==> src/rtl/call_stack_sequencer_pkg.sv <==
// Shared definitions for the call/return stack sequencer: bus widths,
// stack page constants, FSM state type and the stack address helper.
package call_stack_sequencer_pkg;

  localparam int DATA_WIDTH = 8;
  localparam int ADDR_WIDTH = 16;

  localparam logic [DATA_WIDTH-1:0] STACK_PAGE_DEFAULT = 8'h01;
  localparam logic [DATA_WIDTH-1:0] SP_RESET           = 8'hFF;

  // Deepest frame count the stack guard lets a push reach.
  localparam logic [7:0] MAX_FRAMES = 8'd127;

  typedef enum logic [2:0] {
    ST_IDLE,
    ST_PH_REQ,
    ST_PH_WR_HI,
    ST_PH_WR_LO,
    ST_PP_RD_LO,
    ST_PP_RD_HI,
    ST_PP_LD_HI,
    ST_ERR
  } stack_state_t;

  // The stack never leaves its page: the pointer only supplies the low byte.
  function automatic logic [ADDR_WIDTH-1:0] stack_addr(
    input logic [DATA_WIDTH-1:0] page,
    input logic [DATA_WIDTH-1:0] ptr
  );
    return {page, ptr};
  endfunction

endpackage

==> src/rtl/call_stack_sequencer_if.sv <==
// Bundle of the control-unit handshake, PC byte interface and RAM port
// seen by the stack sequencer. master = sequencer, slave = surroundings.
interface call_stack_sequencer_if;
  import call_stack_sequencer_pkg::*;

  logic                  push_req;
  logic                  pop_req;
  logic                  busy;
  logic                  done;
  logic                  pc_output_high_byte;
  logic                  pc_output_low_byte;
  logic [DATA_WIDTH-1:0] pc_byte_in;
  logic                  pc_load_high_byte;
  logic                  pc_load_low_byte;
  logic [DATA_WIDTH-1:0] pc_byte_out;
  logic [ADDR_WIDTH-1:0] mem_addr;
  logic [DATA_WIDTH-1:0] mem_wdata;
  logic                  mem_we;
  logic                  mem_re;
  logic [DATA_WIDTH-1:0] mem_rdata;
  logic [DATA_WIDTH-1:0] sp;
  logic                  err_overflow;
  logic                  err_underflow;

  modport master (
    input  push_req, pop_req, pc_byte_in, mem_rdata,
    output busy, done, pc_output_high_byte, pc_output_low_byte,
           pc_load_high_byte, pc_load_low_byte, pc_byte_out,
           mem_addr, mem_wdata, mem_we, mem_re, sp,
           err_overflow, err_underflow
  );

  modport slave (
    output push_req, pop_req, pc_byte_in, mem_rdata,
    input  busy, done, pc_output_high_byte, pc_output_low_byte,
           pc_load_high_byte, pc_load_low_byte, pc_byte_out,
           mem_addr, mem_wdata, mem_we, mem_re, sp,
           err_overflow, err_underflow
  );

endinterface

==> src/rtl/call_stack_sequencer.sv <==
// Two-byte call/return stack engine. A push streams the PC out a byte at a
// time (high byte first, at the higher address) into a full-descending stack
// page; a pop reads the two bytes back and loads them into the PC.
// Optional macro STACK_GUARD_EN adds a frame counter that rejects pushes at
// 127 frames and pops at 0 frames with sticky overflow/underflow flags.
module call_stack_sequencer
  import call_stack_sequencer_pkg::*;
#(
  parameter logic [DATA_WIDTH-1:0] STACK_PAGE = STACK_PAGE_DEFAULT
) (
  input  logic                         clk,
  input  logic                         reset_n,
  call_stack_sequencer_if.master       bus
);

  stack_state_t          state_q, state_d;
  logic [DATA_WIDTH-1:0] sp_q, sp_d;
  logic                  busy_q, busy_d;
  logic                  done_q, done_d;
  logic                  pc_oh_q, pc_oh_d;
  logic                  pc_ol_q, pc_ol_d;
  logic                  pc_lh_q, pc_lh_d;
  logic                  pc_ll_q, pc_ll_d;
  logic                  we_q, we_d;
  logic                  re_q, re_d;
  logic [ADDR_WIDTH-1:0] addr_q, addr_d;
`ifdef STACK_GUARD_EN
  logic [7:0]            depth_q, depth_d;
  logic                  ovf_q, ovf_d;
  logic                  unf_q, unf_d;
`endif

  // Next state and pointer; requests are only looked at in IDLE, push first.
  always_comb begin
    state_d = state_q;
    sp_d    = sp_q;
`ifdef STACK_GUARD_EN
    depth_d = depth_q;
    ovf_d   = ovf_q;
    unf_d   = unf_q;
`endif
    case (state_q)
      ST_IDLE: begin
        if (bus.push_req) begin
`ifdef STACK_GUARD_EN
          if (depth_q == MAX_FRAMES) begin
            state_d = ST_ERR;
            ovf_d   = 1'b1;
          end else begin
            state_d = ST_PH_REQ;
          end
`else
          state_d = ST_PH_REQ;
`endif
        end else if (bus.pop_req) begin
`ifdef STACK_GUARD_EN
          if (depth_q == 8'd0) begin
            state_d = ST_ERR;
            unf_d   = 1'b1;
          end else begin
            state_d = ST_PP_RD_LO;
          end
`else
          state_d = ST_PP_RD_LO;
`endif
        end
      end
      ST_PH_REQ:   state_d = ST_PH_WR_HI;
      ST_PH_WR_HI: begin
        sp_d    = sp_q - 8'd1;
        state_d = ST_PH_WR_LO;
      end
      ST_PH_WR_LO: begin
        sp_d    = sp_q - 8'd1;
        state_d = ST_IDLE;
`ifdef STACK_GUARD_EN
        depth_d = depth_q + 8'd1;
`endif
      end
      ST_PP_RD_LO: begin
        sp_d    = sp_q + 8'd1;
        state_d = ST_PP_RD_HI;
      end
      ST_PP_RD_HI: begin
        sp_d    = sp_q + 8'd1;
        state_d = ST_PP_LD_HI;
      end
      ST_PP_LD_HI: begin
        state_d = ST_IDLE;
`ifdef STACK_GUARD_EN
        depth_d = depth_q - 8'd1;
`endif
      end
      ST_ERR:      state_d = ST_IDLE;
      default:     state_d = ST_IDLE;
    endcase
  end

  // Moore outputs of the state being entered, so the registered copies line
  // up with that state; the address uses the pointer value held during it.
  always_comb begin
    busy_d  = (state_d != ST_IDLE);
    done_d  = (state_d == ST_PH_WR_LO) || (state_d == ST_PP_LD_HI) ||
              (state_d == ST_ERR);
    pc_oh_d = (state_d == ST_PH_REQ);
    pc_ol_d = (state_d == ST_PH_WR_HI);
    pc_ll_d = (state_d == ST_PP_RD_HI);
    pc_lh_d = (state_d == ST_PP_LD_HI);
    we_d    = (state_d == ST_PH_WR_HI) || (state_d == ST_PH_WR_LO);
    re_d    = (state_d == ST_PP_RD_LO) || (state_d == ST_PP_RD_HI);
    addr_d  = '0;
    case (state_d)
      ST_PH_WR_HI, ST_PH_WR_LO: addr_d = stack_addr(STACK_PAGE, sp_d);
      ST_PP_RD_LO, ST_PP_RD_HI: addr_d = stack_addr(STACK_PAGE, sp_d + 8'd1);
      default:                  addr_d = '0;
    endcase
  end

  // State, pointer and registered strobes; reset clears everything at once.
  always_ff @(posedge clk or negedge reset_n) begin
    if (!reset_n) begin
      state_q <= ST_IDLE;
      sp_q    <= SP_RESET;
      busy_q  <= 1'b0;
      done_q  <= 1'b0;
      pc_oh_q <= 1'b0;
      pc_ol_q <= 1'b0;
      pc_lh_q <= 1'b0;
      pc_ll_q <= 1'b0;
      we_q    <= 1'b0;
      re_q    <= 1'b0;
      addr_q  <= '0;
`ifdef STACK_GUARD_EN
      depth_q <= 8'd0;
      ovf_q   <= 1'b0;
      unf_q   <= 1'b0;
`endif
    end else begin
      state_q <= state_d;
      sp_q    <= sp_d;
      busy_q  <= busy_d;
      done_q  <= done_d;
      pc_oh_q <= pc_oh_d;
      pc_ol_q <= pc_ol_d;
      pc_lh_q <= pc_lh_d;
      pc_ll_q <= pc_ll_d;
      we_q    <= we_d;
      re_q    <= re_d;
      addr_q  <= addr_d;
`ifdef STACK_GUARD_EN
      depth_q <= depth_d;
      ovf_q   <= ovf_d;
      unf_q   <= unf_d;
`endif
    end
  end

  assign bus.busy                = busy_q;
  assign bus.done                = done_q;
  assign bus.pc_output_high_byte = pc_oh_q;
  assign bus.pc_output_low_byte  = pc_ol_q;
  assign bus.pc_load_high_byte   = pc_lh_q;
  assign bus.pc_load_low_byte    = pc_ll_q;
  assign bus.mem_we              = we_q;
  assign bus.mem_re              = re_q;
  assign bus.mem_addr            = addr_q;
  assign bus.sp                  = sp_q;
  // Data paths are straight wires: PC bytes go to RAM, RAM bytes go to the PC.
  assign bus.mem_wdata           = bus.pc_byte_in;
  assign bus.pc_byte_out         = bus.mem_rdata;
`ifdef STACK_GUARD_EN
  assign bus.err_overflow        = ovf_q;
  assign bus.err_underflow       = unf_q;
`else
  assign bus.err_overflow        = 1'b0;
  assign bus.err_underflow       = 1'b0;
`endif

endmodule

==> src/flat_wrapper.sv <==
// flat-port wrapper written by rule: the top's interface ports become plain ports
module call_stack_sequencer_flat import call_stack_sequencer_pkg::*;
#(
  parameter logic [DATA_WIDTH-1:0] STACK_PAGE = STACK_PAGE_DEFAULT
)
  (clk, reset_n, bus_push_req, bus_pop_req, bus_pc_byte_in, bus_mem_rdata, bus_busy, bus_done, bus_pc_output_high_byte, bus_pc_output_low_byte, bus_pc_load_high_byte, bus_pc_load_low_byte, bus_pc_byte_out, bus_mem_addr, bus_mem_wdata, bus_mem_we, bus_mem_re, bus_sp, bus_err_overflow, bus_err_underflow);
  call_stack_sequencer_if bus_i ();
  input  logic clk;
  input  logic reset_n;
  input wire logic [$bits(bus_i.push_req)-1:0] bus_push_req;
  input wire logic [$bits(bus_i.pop_req)-1:0] bus_pop_req;
  input wire logic [$bits(bus_i.pc_byte_in)-1:0] bus_pc_byte_in;
  input wire logic [$bits(bus_i.mem_rdata)-1:0] bus_mem_rdata;
  output wire logic [$bits(bus_i.busy)-1:0] bus_busy;
  output wire logic [$bits(bus_i.done)-1:0] bus_done;
  output wire logic [$bits(bus_i.pc_output_high_byte)-1:0] bus_pc_output_high_byte;
  output wire logic [$bits(bus_i.pc_output_low_byte)-1:0] bus_pc_output_low_byte;
  output wire logic [$bits(bus_i.pc_load_high_byte)-1:0] bus_pc_load_high_byte;
  output wire logic [$bits(bus_i.pc_load_low_byte)-1:0] bus_pc_load_low_byte;
  output wire logic [$bits(bus_i.pc_byte_out)-1:0] bus_pc_byte_out;
  output wire logic [$bits(bus_i.mem_addr)-1:0] bus_mem_addr;
  output wire logic [$bits(bus_i.mem_wdata)-1:0] bus_mem_wdata;
  output wire logic [$bits(bus_i.mem_we)-1:0] bus_mem_we;
  output wire logic [$bits(bus_i.mem_re)-1:0] bus_mem_re;
  output wire logic [$bits(bus_i.sp)-1:0] bus_sp;
  output wire logic [$bits(bus_i.err_overflow)-1:0] bus_err_overflow;
  output wire logic [$bits(bus_i.err_underflow)-1:0] bus_err_underflow;
  assign bus_i.push_req = bus_push_req;
  assign bus_i.pop_req = bus_pop_req;
  assign bus_i.pc_byte_in = bus_pc_byte_in;
  assign bus_i.mem_rdata = bus_mem_rdata;
  assign bus_busy = bus_i.busy;
  assign bus_done = bus_i.done;
  assign bus_pc_output_high_byte = bus_i.pc_output_high_byte;
  assign bus_pc_output_low_byte = bus_i.pc_output_low_byte;
  assign bus_pc_load_high_byte = bus_i.pc_load_high_byte;
  assign bus_pc_load_low_byte = bus_i.pc_load_low_byte;
  assign bus_pc_byte_out = bus_i.pc_byte_out;
  assign bus_mem_addr = bus_i.mem_addr;
  assign bus_mem_wdata = bus_i.mem_wdata;
  assign bus_mem_we = bus_i.mem_we;
  assign bus_mem_re = bus_i.mem_re;
  assign bus_sp = bus_i.sp;
  assign bus_err_overflow = bus_i.err_overflow;
  assign bus_err_underflow = bus_i.err_underflow;
  call_stack_sequencer #(.STACK_PAGE(STACK_PAGE)) u_core (.clk(clk), .reset_n(reset_n), .bus(bus_i));
endmodule
==> config.mk <==
export PLATFORM = sky130hd
export DESIGN_NAME = call_stack_sequencer_flat
export DESIGN_NICKNAME = d
export VERILOG_FILES = /design/src/rtl/call_stack_sequencer_pkg.sv /design/src/rtl/call_stack_sequencer_if.sv /design/src/rtl/call_stack_sequencer.sv /design/src/flat_wrapper.sv
export SDC_FILE = /design/constraint.sdc
export NUM_CORES = 1
export LEC_CHECK = 0
export ABC_AREA = 1
export CAP_MARGIN = 20
export CORE_ASPECT_RATIO = 2
export CORE_MARGIN = 1
export CORE_UTILIZATION = 46
export DETAILED_ROUTE_END_ITERATION = 16
export GPL_ROUTABILITY_DRIVEN = 0
export PLACE_DENSITY = 0.82
export SYNTH_ARGS = -nofsm -noshare
export SYNTH_HDL_FRONTEND = slang
export SYNTH_SLANG_ARGS = --single-unit
==> constraint.sdc <==
create_clock -name clk -period 4 [get_ports clk]
set_input_delay 0.4 -clock clk [delete_from_list [all_inputs] [get_ports clk]]
set_output_delay 0.4 -clock clk [all_outputs]
set_load 0.02 [all_outputs]
==> key figures <==
Setup path
  – Crit path kind: flip-flop to flip-flop
  – Crit end category: flip-flop
  – CP required: 4.17 ns
  – Reg2Reg Depth: 16
  – Reg2reg start: u_core.state_q[1]$_DFF_PN0_
  – Worst R2R End: u_core.bus.mem_addr[6]$_DFF_PN0_
  – Crit path arrival time: 2.98 ns
  – FF-to-FF setup slack: 1.19 ns
  – Critical Path Fanout Max: 10
  – Critical Path Start Type: flip-flop

STA
  – Final hold violations: 0
  – Period utilization: 0.702
  – TNS Setup: 0 ns
  – Fin crit period: 2.81 ns
  – Setup violators final: 0
  – Measured slew at the worst slew-check pin: 0.562 ns
  – FMAX: 356 MHz
  – Slew Limit Fails: 0
  – Max-slew headroom: 0.626
  – RSZ-0062 raised after global routing: false
  – Clock skew after layout: 0.00614 ns

GRT
  – GR Util All Layers: 0.185
  – Total grt overflow: 0
  – First-pass GRT wire length: 5920 um
  – Vias in the first global route: 1372
  – Largest net degree at the start of global routing: 26
  – Initial antenna violation count: 0

Hold path
  – Min-delay worst type: input pin to async pin

Clocking
  – Htree depth: 1
  – Worst-path clk slew: 0.09 ns
  – Root buffer cell: clkbuf_8
  – Post-CTS Resized: 0
  – Worst skew pair latency: 0.27 ns
  – Cts bufs inserted: 3
  – CTS tree: built
  – Clk buf depth: 2
  – Total clock sinks: 28
  – # hold bufs at CTS: 0
  – Post-CTS Setup Bufs: 0

Final layout
  – Final instance area: 0.00219 mm^2
  – Commonest non-fill, non-tap cells in the layout: nand2_1 (46), clkdlybuf4s50_1 (28), dfrtp_1 (20), nor2_1 (17), inv_1 (15)
  – Layout net count: 272
  – Antenna Cells: 0
  – Most common cell after layout, fill and taps aside: nand2_1
  – Final core utilization: 0.558
  – Area grow syn2layout: 14.5%
  – Layout cell share with drive strength beyond 1: 0.268
  – # fillers: 414

Detailed routing
  – DRC viols: 0
  – Wirelength per Cell: 11.9 um
  – Vias after detailed routing: 1430
  – Detailed Routing Iterations Pass 1: 4
  – Final ANT Viol Nets: 0
  – Vias per cell: 4.81
  – Initial DRC count: 13
  – Final wirelength: 3520 um

Yosys
  – Synthesis-stage register bit count: 28
  – Netlist cell types: 34
  – Avg Inst Size Synth: 8.28 um^2
  – Post-Syn Instances: 231
  – Syn. warnings: 0
  – Asr flop ratio synth: 1.00
  – Mapped cell area: 0.00191 mm^2
  – Seq/Total Area, Yosys: 0.371
  – Main synth FF type: dfrtp_1
  – Post-synth EDFFs: 0

Place
  – Dpl hpwl: 2800 um
  – I/O Buffers: 28
  – Cell Area, Placed: 0.00209 mm^2

Run
  – Max-cap check violation count: 0

Floorplan
  – Core footprint: 0.00392 mm^2
  – Starting density of the core: 0.488
  – Num ports: 70
  – Die area: 0.00444 mm^2
  – Die Wd: 47.6 um
  – Vert. Die Dim: 93.2 um
  – FP Rows: 32

Run status
  – Status: complete, no violations
## logic make-up after synthesis
group | after synthesis | share of synthesized area
compound gates | 24 | 0.0896
xor+xnor | 4 | 0.0183
fa+ha+maj | 5 | 0.0327
buf+inv | 56 | 0.166
flops | 28 | 0.371
other cells | 1 | 0.00196
simple gates | 113 | 0.320
## routing by layer
layer,share of wire,vias to the layer above,global-route usage
li1,-,720,-
met1,0.38,665,0.206
met2,0.55,32,0.313
met3,0.032,13,0.0174
met4,0.042,0,0.118
met5,0,-,0
## metrics by stage
step                cells  setup WS, ns  hold WS (ns)
finish                297          1.19         0.369
global route          297         0.868         0.374
CTS                   296          1.22         0.556
detailed placement    292          1.25         0.544
global placement      292          1.37         0.539
floorplan             239          1.65         0.104
## sequential cells by signal (all words and copies together), names as in the netlist
| signal | flops |
|---|---|
| u_core.bus.pc_load_high_byte | 1 |
| u_core.state_q | 3 |
| u_core.bus.done | 1 |
| u_core.bus.sp | 8 |
| u_core.bus.mem_we | 1 |
| u_core.bus.mem_re | 1 |
| u_core.bus.busy | 1 |
| u_core.bus.pc_output_high_byte | 1 |
| u_core.bus.pc_load_low_byte | 1 |
| u_core.bus.pc_output_low_byte | 1 |
| u_core.bus.mem_addr | 9 |
## cell type report
class / count / area [um^2] / area share
Multi-Input combinational cell: 155 / 915 / 0.418
Inverter: 29 / 114 / 0.0520
Clock buffer: 3 / 41.3 / 0.0189
Clock inverter: 1 / 30.0 / 0.0137
Timing Repair Buffer: 30 / 315 / 0.144
Sequential cell: 28 / 711 / 0.325
Tap cell: 51 / 63.8 / 0.0291
## cell usage after synthesis, types with 5 or more instances
| cell | n | area [um^2] |
|---|---|---|
| nand2_1 | 46 | 173 |
| buf_4 | 25 | 188 |
| dfrtp_1 | 20 | 500 |
| nor2_1 | 17 | 63.8 |
| inv_1 | 15 | 56.3 |
| inv_2 | 12 | 45.0 |
| nand3_1 | 12 | 60.1 |
| nand2_2 | 11 | 68.8 |
| a21oi_1 | 10 | 50.1 |
| dfstp_2 | 8 | 210 |
| nand2_4 | 6 | 67.6 |
| nand3_2 | 6 | 60.1 |
| ha_1 | 5 | 62.6 |
## how the worst max path moves through the flow
stage	start	end	slack, ns	cells past startpoint
final	u_core.state_q[1]$_DFF_PN0_	u_core.bus.mem_addr[6]$_DFF_PN0_	1.19	16
after CTS	u_core.state_q[1]$_DFF_PN0_	u_core.bus.mem_addr[6]$_DFF_PN0_	1.22	16
after floorplan	u_core.state_q[1]$_DFF_PN0_	u_core.bus.mem_addr[6]$_DFF_PN0_	1.65	18
after global placement	u_core.state_q[1]$_DFF_PN0_	u_core.bus.mem_addr[6]$_DFF_PN0_	1.37	16
after global routing	u_core.state_q[1]$_DFF_PN0_	u_core.bus.mem_addr[6]$_DFF_PN0_	0.87	16
after detailed placement	u_core.state_q[1]$_DFF_PN0_	u_core.bus.mem_addr[6]$_DFF_PN0_	1.25	16
## worst max-delay path, stage by stage, from the launching register on
cell and delay, ns:
dfrtp_1 0.42, inv_2 0.12, ha_1 0.47, nand2_1 0.13, nand2_1 0.12, inv_2 0.04
ha_1 0.26, nand2_1 0.04, o21ai_1 0.21, ha_1 0.25, nand2_1 0.07, nor2_2 0.19
nand3_2 0.11, nor2_2 0.13, nand2_1 0.05, nand2_1 0.05, nor2_1 0.04
Power is left out: the tool's default activity adds up to more than one toggle a clock period on the data nets, which glitch-free logic cannot reach.
